$ cat src/rtl/some_logic_pkg.sv
// Shared definitions for the bitwise logic unit: op encoding, the Boolean
// evaluation function and a parity helper, usable by both RTL and scoreboards.
package some_logic_pkg;

  localparam int MAX_W = 64;

  typedef enum logic [2:0] {
    OP_AND  = 3'd0,
    OP_OR   = 3'd1,
    OP_XOR  = 3'd2,
    OP_NAND = 3'd3,
    OP_NOR  = 3'd4,
    OP_XNOR = 3'd5,
    OP_ANDN = 3'd6,
    OP_PASS = 3'd7
  } logic_op_e;

  // Evaluated at full width; callers keep the low WIDTH bits.
  function automatic logic [MAX_W-1:0] logic_eval(input logic_op_e op,
                                                  input logic [MAX_W-1:0] a,
                                                  input logic [MAX_W-1:0] b);
    logic [MAX_W-1:0] r;
    case (op)
      OP_AND:  r = a & b;
      OP_OR:   r = a | b;
      OP_XOR:  r = a ^ b;
      OP_NAND: r = ~(a & b);
      OP_NOR:  r = ~(a | b);
      OP_XNOR: r = ~(a ^ b);
      OP_ANDN: r = a & ~b;
      OP_PASS: r = a;
      default: r = a & b;
    endcase
    return r;
  endfunction

  function automatic logic parity_of(input logic [MAX_W-1:0] v);
    return ^v;
  endfunction

endpackage

$ cat src/rtl/some_logic_if.sv
// Operand/result bundle for some_logic_core; the producer side uses master,
// the logic unit uses slave.
interface some_logic_if #(
  parameter int WIDTH = 1,
  localparam int CNT_W = $clog2(WIDTH + 1)
);

  logic [WIDTH-1:0] a;
  logic [WIDTH-1:0] b;
  logic [2:0]       op;
  logic             in_valid;
  logic [WIDTH-1:0] c;
  logic             out_valid;
  logic             zero;
  logic             parity;
  logic [CNT_W-1:0] ones;

  modport master (
    output a, b, op, in_valid,
    input  c, out_valid, zero, parity, ones
  );

  modport slave (
    input  a, b, op, in_valid,
    output c, out_valid, zero, parity, ones
  );

endinterface

$ cat src/rtl/some_logic_popcount.sv
// Combinational population count of a WIDTH-bit vector.
module some_logic_popcount #(
  parameter int WIDTH = 1,
  localparam int CNT_W = $clog2(WIDTH + 1)
) (
  input  logic [WIDTH-1:0] vec,
  output logic [CNT_W-1:0] cnt
);

  // Sum of set bits; accumulator width already covers the all-ones case.
  always_comb begin
    cnt = '0;
    for (int i = 0; i < WIDTH; i++) begin
      cnt = cnt + CNT_W'(vec[i]);
    end
  end

endmodule

$ cat src/rtl/some_logic_core.sv
// Registered two-operand bitwise logic unit with zero/parity/ones flags.
// Results and flags load together on in_valid and otherwise hold.
module some_logic_core
  import some_logic_pkg::*;
#(
  parameter int WIDTH = 1,
  localparam int CNT_W = $clog2(WIDTH + 1)
) (
  input logic         clk,
  input logic         rst_n,
  some_logic_if.slave bus
);

  logic [MAX_W-1:0] eval_s;
  logic [WIDTH-1:0] result_s;
  logic [CNT_W-1:0] ones_s;

  logic [WIDTH-1:0] c_r;
  logic             valid_r;
  logic             zero_r;
  logic             parity_r;
  logic [CNT_W-1:0] ones_r;

  // Op mux: full-width evaluation, truncated to the operand width.
  always_comb begin
    eval_s   = logic_eval(logic_op_e'(bus.op), MAX_W'(bus.a), MAX_W'(bus.b));
    result_s = eval_s[WIDTH-1:0];
  end

  some_logic_popcount #(.WIDTH(WIDTH)) u_popcount (
    .vec (result_s),
    .cnt (ones_s)
  );

  // Flags derive from the incoming result so they always match the loaded c.
  always_ff @(posedge clk or negedge rst_n) begin
    if (!rst_n) begin
      c_r      <= '0;
      valid_r  <= 1'b0;
      zero_r   <= 1'b1;
      parity_r <= 1'b0;
      ones_r   <= '0;
    end else begin
      valid_r <= bus.in_valid;
      if (bus.in_valid) begin
        c_r      <= result_s;
        zero_r   <= ~|result_s;
        parity_r <= parity_of(MAX_W'(result_s));
        ones_r   <= ones_s;
      end else begin
        c_r      <= c_r;
        zero_r   <= zero_r;
        parity_r <= parity_r;
        ones_r   <= ones_r;
      end
    end
  end

  assign bus.c         = c_r;
  assign bus.out_valid = valid_r;
  assign bus.zero      = zero_r;
  assign bus.parity    = parity_r;
  assign bus.ones      = ones_r;

endmodule

$ cat src/flat_wrapper.sv
// flat-port wrapper written by rule: the top's interface ports become plain ports
module some_logic_core_flat import some_logic_pkg::*;
#(
  parameter int WIDTH = 1,
  localparam int CNT_W = $clog2(WIDTH + 1)
)
  (clk, rst_n, bus_a, bus_b, bus_op, bus_in_valid, bus_c, bus_out_valid, bus_zero, bus_parity, bus_ones);
  some_logic_if #(.WIDTH(WIDTH)) bus_i ();
  input logic clk;
  input logic rst_n;
  input wire logic [$bits(bus_i.a)-1:0] bus_a;
  input wire logic [$bits(bus_i.b)-1:0] bus_b;
  input wire logic [$bits(bus_i.op)-1:0] bus_op;
  input wire logic [$bits(bus_i.in_valid)-1:0] bus_in_valid;
  output wire logic [$bits(bus_i.c)-1:0] bus_c;
  output wire logic [$bits(bus_i.out_valid)-1:0] bus_out_valid;
  output wire logic [$bits(bus_i.zero)-1:0] bus_zero;
  output wire logic [$bits(bus_i.parity)-1:0] bus_parity;
  output wire logic [$bits(bus_i.ones)-1:0] bus_ones;
  assign bus_i.a = bus_a;
  assign bus_i.b = bus_b;
  assign bus_i.op = bus_op;
  assign bus_i.in_valid = bus_in_valid;
  assign bus_c = bus_i.c;
  assign bus_out_valid = bus_i.out_valid;
  assign bus_zero = bus_i.zero;
  assign bus_parity = bus_i.parity;
  assign bus_ones = bus_i.ones;
  some_logic_core #(.WIDTH(WIDTH)) u_core (.clk(clk), .rst_n(rst_n), .bus(bus_i));
endmodule
$ cat config.mk
export PLATFORM = sky130hd
export DESIGN_NAME = some_logic_core_flat
export DESIGN_NICKNAME = d
export VERILOG_FILES = /design/src/rtl/some_logic_pkg.sv /design/src/rtl/some_logic_if.sv /design/src/rtl/some_logic_popcount.sv /design/src/rtl/some_logic_core.sv /design/src/flat_wrapper.sv
export SDC_FILE = /design/constraint.sdc
export NUM_CORES = 1
export LEC_CHECK = 0
export CAP_MARGIN = 20
export CORE_AREA = 2 2 39 41
export CTS_BUF_LIST = sky130_fd_sc_hd__clkbuf_8
export CTS_CLUSTER_DIAMETER = 30
export CTS_CLUSTER_SIZE = 14
export DETAILED_ROUTE_END_ITERATION = 8
export DIE_AREA = 0 0 41 43
export GPL_TIMING_DRIVEN = 0
export PLACE_DENSITY = 0.6
export RECOVER_POWER = 25
export SETUP_SLACK_MARGIN = 0.5
export SYNTH_ARGS = -nofsm -noshare
export SYNTH_HDL_FRONTEND = slang
export SYNTH_HIERARCHICAL = 1
export SYNTH_SLANG_ARGS = --single-unit
$ cat constraint.sdc
create_clock -name clk -period 1.3 [get_ports clk]
set_input_delay 0.325 -clock clk [delete_from_list [all_inputs] [get_ports clk]]
set_output_delay 0.325 -clock clk [all_outputs]
set_load 0.005 [all_outputs]
==> flow_summary.toml, run 1 <==
[placed_design]
place_congestion = 0.5768
io_buffer_count = 12
dpl-instance-area_um2 = 488.0
place_hpwl_um = 503.2
post_placement_setup_slack_ns = -0.9828

[die]
pin_count = 13
design.die.area_um2 = 1763
coreArea_um2 = 1384
die_height_um = 43
die_w_um = 41
placement_rows = 14
floorplan.initialDensity_pct = 21.88

[synth]
syn_avg_cell_area_um2 = 10.09
synthesized_cell_area_um2 = 302.8
warnings_from_yosys = 6
yosysSeqAreaShare_pct = 33.47
synthCells = 30
synth_cell_types = 20
yosys_register_bits = 4
syn-num-nets = 41

[clock_tree]
clock_latency_ns = 0.21
cts.htree.levels = 1
number_of_buffers_inserted_by_hold_repair_at_cts = 0
root_buffer = "sky130_fd_sc_hd__clkbuf_8"
cts_buffers = 3
tritoncts = "done"
clkTransAtPathRegs_ns = 0.03
cts-root-to-sink-buffers = 2
cts_sinks = 4

[drt]
drtPass1Iterations = 3
finalWirelength_um = 689
via_per_inst = 4.426
detail_route.iter0.violations = 3
wl_per_cell_um = 10.13
num_vias = 301
drc_errors = 0
antenna_violating_nets_post_route = 0

[worst_setup_path]
setup.worst_path.class = "input pin to flop"
critPathRequiredTime_ns = 1.40
cp-end-kind = "flop"
critical_path.max_stage_delay_ns = 0.30
critical_path_arrival_ns = 1.51
timing.critical_path.fanout_max = 4
timing.critical_path.slowest_stage_cell = "sky130_fd_sc_hd__o32ai_2"
crit_path_start_kind = "input pin"
path_cells = "buf_12 > inv_12 > ha_4 > nor2b_2 > o32ai_2 > nor3_1 > buf_4 > mux2_4"

[cells_and_area]
final_layout_size_suffix_gt1_share_pct = 61.54
sequential_cell_area_um2 = 101.3
footprint_of_the_multi_input_gates_um2 = 217.7
n_antenna_cell = 0
final_design_area_no_fill_um2 = 600.6
syn2layout_area_growth_pct = 98.35
fin_nets = 64
n_fill_cell = 144

[grt]
grt_start_max_net_pins = 8
grt_pass1_wl_mm = 1.138
grt_pass1_vias = 294
gr-usage-met3_pct = 3.141
sum_of_overflow_across_all_layers_after_global_routing = 0
grtUsageTotal_pct = 9.879
busiest_layer = "met2"
gr_met1_demand_resource_pct = 11.40
number_of_antenna_violations_at_the_first_check_in_global_routing = 0
globalRouteMet2Util_pct = 15.00

[timing]
fin_worst_skew_ns = 0
worst_slew_pin_slew_ns = 0.2578
drv_slew = 0
rsz0062_at_grt = "yes"
finalWorstPathRequiredPeriod_ns = 1.411
final_hold_viol_count = 0
post-route-period-util_pct = 108.6
setup_viol = 2
maxClockFrequency_ghz = 0.7085
maxSlewHeadroom_pct = 82.82
post-route-worst-setup-slack_ns = -0.1114

[pwr]
power_frac_clock_pct = 43.1
netSwitchingPower_mw = 0.1438
max-vdd-ir-drop_mv = 0.5751
internal_power_mw = 0.4726
switching_fraction_pct = 23.33
pwr_density_cell_nw_per_um2 = 1026
power.sequential.fraction_pct = 25.0
static-leakage-power_nw = 0.2895
power.share.combinational_pct = 31.9

[job]
max_cap_viol_count = 0

[outcome]
failed_checks = "negative setup slack"
run_status = "finished, violations left"

[hold_path]
min-delay-path-class = "input pin to async pin"
## synth_stat cells
cell type | number | area (µm²)
sky130_fd_sc_hd__mux2_2 | 1 | 11.26
sky130_fd_sc_hd__nor2_1 | 2 | 7.510
sky130_fd_sc_hd__inv_1 | 3 | 11.26
sky130_fd_sc_hd__o41a_1 | 1 | 11.26
sky130_fd_sc_hd__ha_1 | 3 | 37.54
sky130_fd_sc_hd__nor4_1 | 1 | 6.260
sky130_fd_sc_hd__a31o_1 | 1 | 8.760
sky130_fd_sc_hd__a32o_1 | 1 | 10.01
sky130_fd_sc_hd__nand2_1 | 2 | 7.510
sky130_fd_sc_hd__o41ai_1 | 1 | 8.760
sky130_fd_sc_hd__or2_2 | 1 | 6.260
sky130_fd_sc_hd__nand2b_1 | 1 | 6.260
sky130_fd_sc_hd__nor3_1 | 1 | 5.000
sky130_fd_sc_hd__nor2b_1 | 1 | 6.260
sky130_fd_sc_hd__mux2_1 | 1 | 11.26
sky130_fd_sc_hd__dfrtp_1 | 3 | 75.07
sky130_fd_sc_hd__and2b_1 | 2 | 15.01
sky130_fd_sc_hd__o32ai_2 | 1 | 16.27
sky130_fd_sc_hd__dfstp_2 | 1 | 26.28
sky130_fd_sc_hd__buf_4 | 2 | 15.01
## sequential cells by signal (all words and copies together), names as in the netlist
| register | cells |
|---|---|
| u_core/bus.c | 1 |
| u_core/bus.ones | 1 |
| u_core/bus.out_valid | 1 |
| u_core/bus.zero | 1 |
## cells in the final DEF (no fill, tap or decap), drive strengths merged
master,n
buf,18
inv,4
clkbuf,3
dfrtp,3
ha,3
and2b,2
nand2,2
mux2,2
nor2,2
clkdlybuf4s50,1
dlygate4sd3,1
nand2b,1
nor2b,1
o32ai,1
nor4,1
a31o,1
a32o,1
nor3,1
o41ai,1
or2,1
o41a,1
dfstp,1
## kinds of logic after synthesis
kind of cell | synth area share [%]
simple gates | 19.84
fa+ha+maj | 12.40
mux | 7.437
flops | 33.47
buf+inv | 8.676
compound gates | 18.18
## layer usage
metal	wire [µm]	vias up
met5	0	-
met4	7	0
met1	289	139
met2	347	9
li1	-	151
met3	45	2
## final cells by class
type                    count  area share [%]
multi-input cells          21           36.25
clock inverters             1          0.6250
repair buffers             18           26.88
flip-flops and latches      4           16.87
plain buffers               2           3.125
clock buffers               3           6.875
well taps                  16           3.333
inverters                   3           6.042
## timing repair
action	in CTS	in global routing
endpoints found under the hold margin	0	0
setup buffers	4	2
gates resized for setup	55	3
pin swaps	7	4
setup endpoints to repair	8	8
## power by group through the flow
stage	registers (mW)	clock network [mW]	logic, mW
2_1_floorplan	0.156	0	0.0721
3_3_place_gp	0.155	0	0.159
3_5_place_dp	0.155	0	0.160
4_1_cts	0.153	0.279	0.178
5_1_grt	0.156	0.289	0.214
6_report	0.154	0.266	0.196
## worst max-delay path, delay by kind of cell
family	cells	cell delay (ns)
and+or+nand+nor	2	0.12
muxes	1	0.25
AOI/OAI and AO/OA	1	0.30
buffers and inverters	3	0.26
adders and majority gates	1	0.25
## path summary, 6_finish.rpt
kind | start | endpoint | slack (ns) | cells past startpoint
setup / recovery | bus_a | u_core/bus.ones | -0.11 | 8
hold / removal | rst_n | u_core/bus.ones | 0.38 | 1
setup reg to reg | u_core/bus.ones | u_core/bus.ones | 0.43 | 2
hold reg to reg | u_core/bus.ones | u_core/bus.ones | 0.59 | 2
max in group asynchronous | rst_n | u_core/bus.zero | 0.68 | 1
min in group clk | u_core/bus.ones | u_core/bus.ones | 0.59 | 2
## per-stage QoR
step	cells	hold WS [ns]	util [%]	total power, mW	TNS [ns]
after global routing	68	0.3923	43.40	0.6591	-0.2925
final	68	0.3810	43.40	0.6164	-0.1980
after detailed placement	58	0.5009	35.26	0.3152	-2.546
after global placement	58	0.4954	35.26	0.3143	-2.476
after floorplan	30	0.02941	-	0.2283	-0.1711
after CTS	66	0.3164	41.32	0.6095	-0.1219
(Power assumes the default switching activity.)
==> run 2, diff against run 1 <==
Settings changed: HOLD_SLACK_MARGIN from default to 0.1, SETUP_SLACK_MARGIN 0.5 to 0.02.
==> run 2 against run 1 <==
Compared with the run above: first-iteration DRC count decreased by 33%; the run now ends clean; clock power barely moved; final cell count down 5.9%; sequential cell count stayed put; register-to-register slack gained 0.06 ns.
==> flow_summary.toml, run 2 (synthesis gave the netlist of run 1 again) <==
[worst_setup_path]
critical_path.max_stage_delay_ns = 0.30
reg2reg_to = "u_core/bus.zero"
reg2reg_setup_slack_ns = 0.49
timing.critical_path.depth = 7
timing.critical_path.slowest_stage_cell = "sky130_fd_sc_hd__o32ai_2"
cp_top_family = "compound AO/OA/AOI/OAI gates"
path_cells = "buf_12 > inv_12 > ha_4 > nor2b_4 > o32ai_2 > nor3_1 > mux2_4"
timing.rr.start = "u_core/bus.zero"
cp-end-kind = "flop"
crit_path_start_kind = "input pin"
worst_setup_path_endpoint = "u_core/bus.ones"
reg2regPathDepth = 2
timing.critical_path.fanout_max = 2
critPathRequiredTime_ns = 1.40
setup.worst_path.class = "input pin to flop"
critical_path_arrival_ns = 1.39
setup.worst_path.start = "bus_b"
cp.buffers_inverters = 2

[placed_design]
place_inst = 58
post_placement_setup_slack_ns = -0.9159
place_hpwl_um = 452.4
io_buffer_count = 12
place_congestion = 0.5476
dpl-instance-area_um2 = 476.7

[cells_and_area]
most_common_cell_after_layout_fill_and_taps_aside = "sky130_fd_sc_hd__buf_4"
fin_nets = 60
n_antenna_cell = 0
postLayoutCoreUtil_pct = 40.42
syn2layout_area_growth_pct = 84.71
final_design_area_no_fill_um2 = 559.3
final_cell_count_no_fill = 64
final_layout_size_suffix_gt1_share_pct = 54.17
mostFrequentLayoutCells = "sky130_fd_sc_hd__buf_4 (4), sky130_fd_sc_hd__clkbuf_8 (3), sky130_fd_sc_hd__buf_2 (3), sky130_fd_sc_hd__dlygate4sd2_1 (3), sky130_fd_sc_hd__dfrtp_1 (3)"

[drt]
num_vias = 285
finalWirelength_um = 660
drtPass1Iterations = 2
drc_errors = 0
detail_route.iter0.violations = 2
wl_per_cell_um = 10.31
antenna_violating_nets_post_route = 0
via_per_inst = 4.453

[clock_tree]
cts_sinks = 4
root_buffer = "sky130_fd_sc_hd__clkbuf_8"
tritoncts = "done"
clock_latency_ns = 0.21
cts-root-to-sink-buffers = 2
cts.htree.levels = 1
clkTransAtPathRegs_ns = 0.03
number_of_buffers_inserted_by_hold_repair_at_cts = 0
cts_buffers = 3

[pwr]
report.power.total_mw = 0.5788
static-leakage-power_nw = 0.2593
max-vdd-ir-drop_mv = 0.5132
pwr_density_cell_nw_per_um2 = 1035

[grt]
grtUsageTotal_pct = 9.980
number_of_antenna_violations_at_the_first_check_in_global_routing = 0
grt_pass1_vias = 300
grt_pass1_wl_mm = 1.152
sum_of_overflow_across_all_layers_after_global_routing = 0
grt_start_max_net_pins = 8

[die]
floorplan.initialDensity_pct = 21.88
design.die.area_um2 = 1763
pin_count = 13
coreArea_um2 = 1384
die_w_um = 41
placement_rows = 14
die_height_um = 43

[timing]
setup_viol = 0
post-route-period-util_pct = 99.49
post-route-worst-setup-slack_ns = 0.006566
finalWorstPathRequiredPeriod_ns = 1.293
fin_worst_skew_ns = 0
drv_slew = 0
maxSlewHeadroom_pct = 83.74
final.setup.tns_ns = 0
worst_slew_pin_slew_ns = 0.2413
maxClockFrequency_ghz = 0.7731
rsz0062_at_grt = "yes"
final_hold_viol_count = 0
hold-worst-slack_ns = 0.3741

[outcome]
run_status = "finished clean"

[hold_path]
min-delay-path-class = "input pin to async pin"

[job]
max_cap_viol_count = 0
[run 2: changes by cell type in the layout (fill, tap and decap cells not counted), moves of 2 or more]
cell,previous run,this run
sky130_fd_sc_hd__buf_2,6,3
sky130_fd_sc_hd__buf_4,6,4
sky130_fd_sc_hd__dlygate4sd2_1,0,3
sky130_fd_sc_hd__clkbuf_2,0,2
sky130_fd_sc_hd__buf_6,4,0
[run 2: worst register-to-register path: stages (launching register included)]
cell                      delay (ns)
sky130_fd_sc_hd__dfstp_2        0.35
sky130_fd_sc_hd__or2_2          0.26
sky130_fd_sc_hd__o41a_1         0.11
[run 2: worst min-delay path by stage]
stage                         start                    to  slack [ns]  cells after the start
detailed placement  u_core/bus.ones       u_core/bus.ones        0.50                      1
floorplan                     rst_n          u_core/bus.c        0.03                      0
finish                        rst_n  u_core/bus.out_valid        0.37                      1
CTS                           rst_n  u_core/bus.out_valid        0.30                      1
global route                  rst_n  u_core/bus.out_valid        0.38                      1
global placement       u_core/bus.c          u_core/bus.c        0.51                      2
[run 2: area by class of cell]
cell class | count | area, µm²
plain buffers | 1 | 7.507
repair buffers | 15 | 128.9
clock buffers | 3 | 41.29
flip-flops and latches | 4 | 101.3
fillers | 140 | 824.5
well taps | 16 | 20.02
clock inverters | 1 | 3.754
multi-input cells | 21 | 227.7
inverters | 3 | 28.78
[run 2: per-layer routing]
layer	wire, µm	vias up	GRT usage, %
met5	0	-	0
met4	0	0	6.000
met3	50	0	4.188
met2	317	9	14.06
met1	292	134	12.05
li1	-	142	-
[run 2: what timing repair did]
action,CTS,global route
pin swaps,5,4
setup buffers,2,2
resized for setup,33,12
setup endpoints to repair,8,5
cloned,0,0
[run 2: where the power goes]
group	switching (mW)	total, mW	internal, mW	leakage (nW)
combinational	0.0630	0.157	0.0943	0.187
clock	0.0673	0.269	0.202	0.0269
sequential	0.00812	0.153	0.144	0.0455
total	0.138	0.579	0.440	0.259
==> run 3, diff against run 2 <==
Clock period 1.3 ns to 1.5 ns, I/O delays scaled along.
==> run 3 against run 2 <==
Compared with the run above: critical path depth shrank 6; routed wire length shrank 5.9%; core utilization grew 1.9 points; global-route usage shrank 0.50 points; clock-buffer cell count is the same; final cell count shrank 1.6%; clock power shrank 13%; sequential cell count is the same; die area is the same; register-to-register slack gained 0.20 ns; total power shrank 12%; critical endpoint is now bus_ones; largest cell class unchanged.
==> flow_summary.toml, run 3 (synthesis gave the netlist of run 1 again) <==
[drt]
via_per_inst = 4.413
wl_per_cell_um = 9.857
drc_errors = 0
antenna_violating_nets_post_route = 0
detail_route.iter0.violations = 1
num_vias = 278
drtPass1Iterations = 2
finalWirelength_um = 621

[grt]
grt_pass1_vias = 292
grtUsageTotal_pct = 9.476
number_of_antenna_violations_at_the_first_check_in_global_routing = 0
grt_pass1_wl_mm = 1.090
grt_start_max_net_pins = 8
sum_of_overflow_across_all_layers_after_global_routing = 0

[timing]
setup_viol = 0
finalWorstPathRequiredPeriod_ns = 1.434
post-route-period-util_pct = 95.58
final.setup.tns_ns = 0
fin_worst_skew_ns = 0
maxSlewHeadroom_pct = 80.09
final_hold_viol_count = 0
rsz0062_at_grt = "yes"
worst_slew_pin_slew_ns = 0.2947
drv_slew = 0
hold-worst-slack_ns = 0.4240
maxClockFrequency_ghz = 0.6975

[worst_setup_path]
setup.worst_path.class = "flop to output pin"
timing.critical_path.fanout_max = 2
cp.buffers_inverters = 1
reg2reg_setup_slack_ns = 0.69
cp_top_family = "buffers and inverters"
cp-end-kind = "output pin"
critical_path_arrival_ns = 1.06
crit_path_start_kind = "flop"
timing.critical_path.slowest_stage_cell = "sky130_fd_sc_hd__clkdlybuf4s50_1"
critical_path.max_stage_delay_ns = 0.51
path_cells = "clkdlybuf4s50_1"
critPathRequiredTime_ns = 1.12

[cells_and_area]
mostFrequentLayoutCells = "sky130_fd_sc_hd__clkbuf_8 (3), sky130_fd_sc_hd__clkdlybuf4s50_1 (3), sky130_fd_sc_hd__buf_4 (3), sky130_fd_sc_hd__dfrtp_1 (3)"
fin_nets = 59
final_design_area_no_fill_um2 = 585.6
final_layout_size_suffix_gt1_share_pct = 48.94
n_antenna_cell = 0
syn2layout_area_growth_pct = 93.39

[die]
pin_count = 13
design.die.area_um2 = 1763
floorplan.initialDensity_pct = 21.88
die_w_um = 41
placement_rows = 14
die_height_um = 43
coreArea_um2 = 1384

[pwr]
static-leakage-power_nw = 0.2626
pwr_density_cell_nw_per_um2 = 869.8
max-vdd-ir-drop_mv = 0.4329

[clock_tree]
cts.htree.levels = 1
cts_buffers = 3
clkTransAtPathRegs_ns = 0.03
tritoncts = "done"
root_buffer = "sky130_fd_sc_hd__clkbuf_8"
cts-root-to-sink-buffers = 2
clock_latency_ns = 0.21
cts_sinks = 4
number_of_buffers_inserted_by_hold_repair_at_cts = 0

[hold_path]
min-delay-path-class = "input pin to async pin"

[outcome]
run_status = "finished clean"

[placed_design]
dpl-instance-area_um2 = 476.7
io_buffer_count = 12
place_congestion = 0.5476
place_hpwl_um = 452.4

[job]
max_cap_viol_count = 0
[run 3: metrics by stage]
stage | utilization, % | setup WS (ns) | std cells | power (mW)
floorplan | - | -0.02113 | 30 | 0.1941
global placement | 34.45 | -0.7717 | 58 | 0.2675
detailed placement | 34.45 | -0.7659 | 58 | 0.2660
CTS | 38.52 | 0.02393 | 63 | 0.5073
global route | 42.31 | 0.006121 | 63 | 0.5450
finish | 42.31 | 0.06632 | 63 | 0.5093
[run 3: worst paths after layout]
path / depth (start not counted) / to / from
worst max-delay path: 1 / bus_ones / u_core/bus.ones
worst min-delay path: 1 / u_core/bus.out_valid / rst_n
worst max register to register: 2 / u_core/bus.zero / u_core/bus.zero
worst min register to register: 1 / u_core/bus.ones / u_core/bus.ones
max in group asynchronous: 1 / u_core/bus.zero / rst_n
min in group clk: 1 / u_core/bus.ones / u_core/bus.ones
[run 3: power by group]
| part | switching (mW) | leakage (nW) | total [mW] | internal (mW) |
|---|---|---|---|---|
| Clock | 0.0581 | 0.0269 | 0.233 | 0.175 |
| Sequential | 0.00715 | 0.0455 | 0.132 | 0.125 |
| Combinational | 0.0551 | 0.190 | 0.144 | 0.0892 |
| Total | 0.120 | 0.263 | 0.509 | 0.389 |
[run 3: layout make-up]
cell class / count / area (µm²)
Buffer: 1 / 7.507
Clock buffer: 3 / 41.29
Clock inverter: 1 / 3.754
Fill cell: 133 / 798.3
Inverter: 3 / 28.78
Multi-Input combinational cell: 21 / 242.7
Sequential cell: 4 / 101.3
Tap cell: 16 / 20.02
Timing Repair Buffer: 14 / 140.1
[run 3: repair_timing]
action	in CTS	in global routing
setup buffers	1	1
pin swaps	2	2
resized for setup	21	18
endpoints found under the setup margin	5	2
[run 3: per-layer routing]
layer  share of wire (%)  GRT usage (%)  vias up
li1                    -              -      142
met1                  46          11.40      127
met2                  46          13.13        9
met3                 7.7          4.188        0
met4                   0          6.000        0
met5                   0              0        -
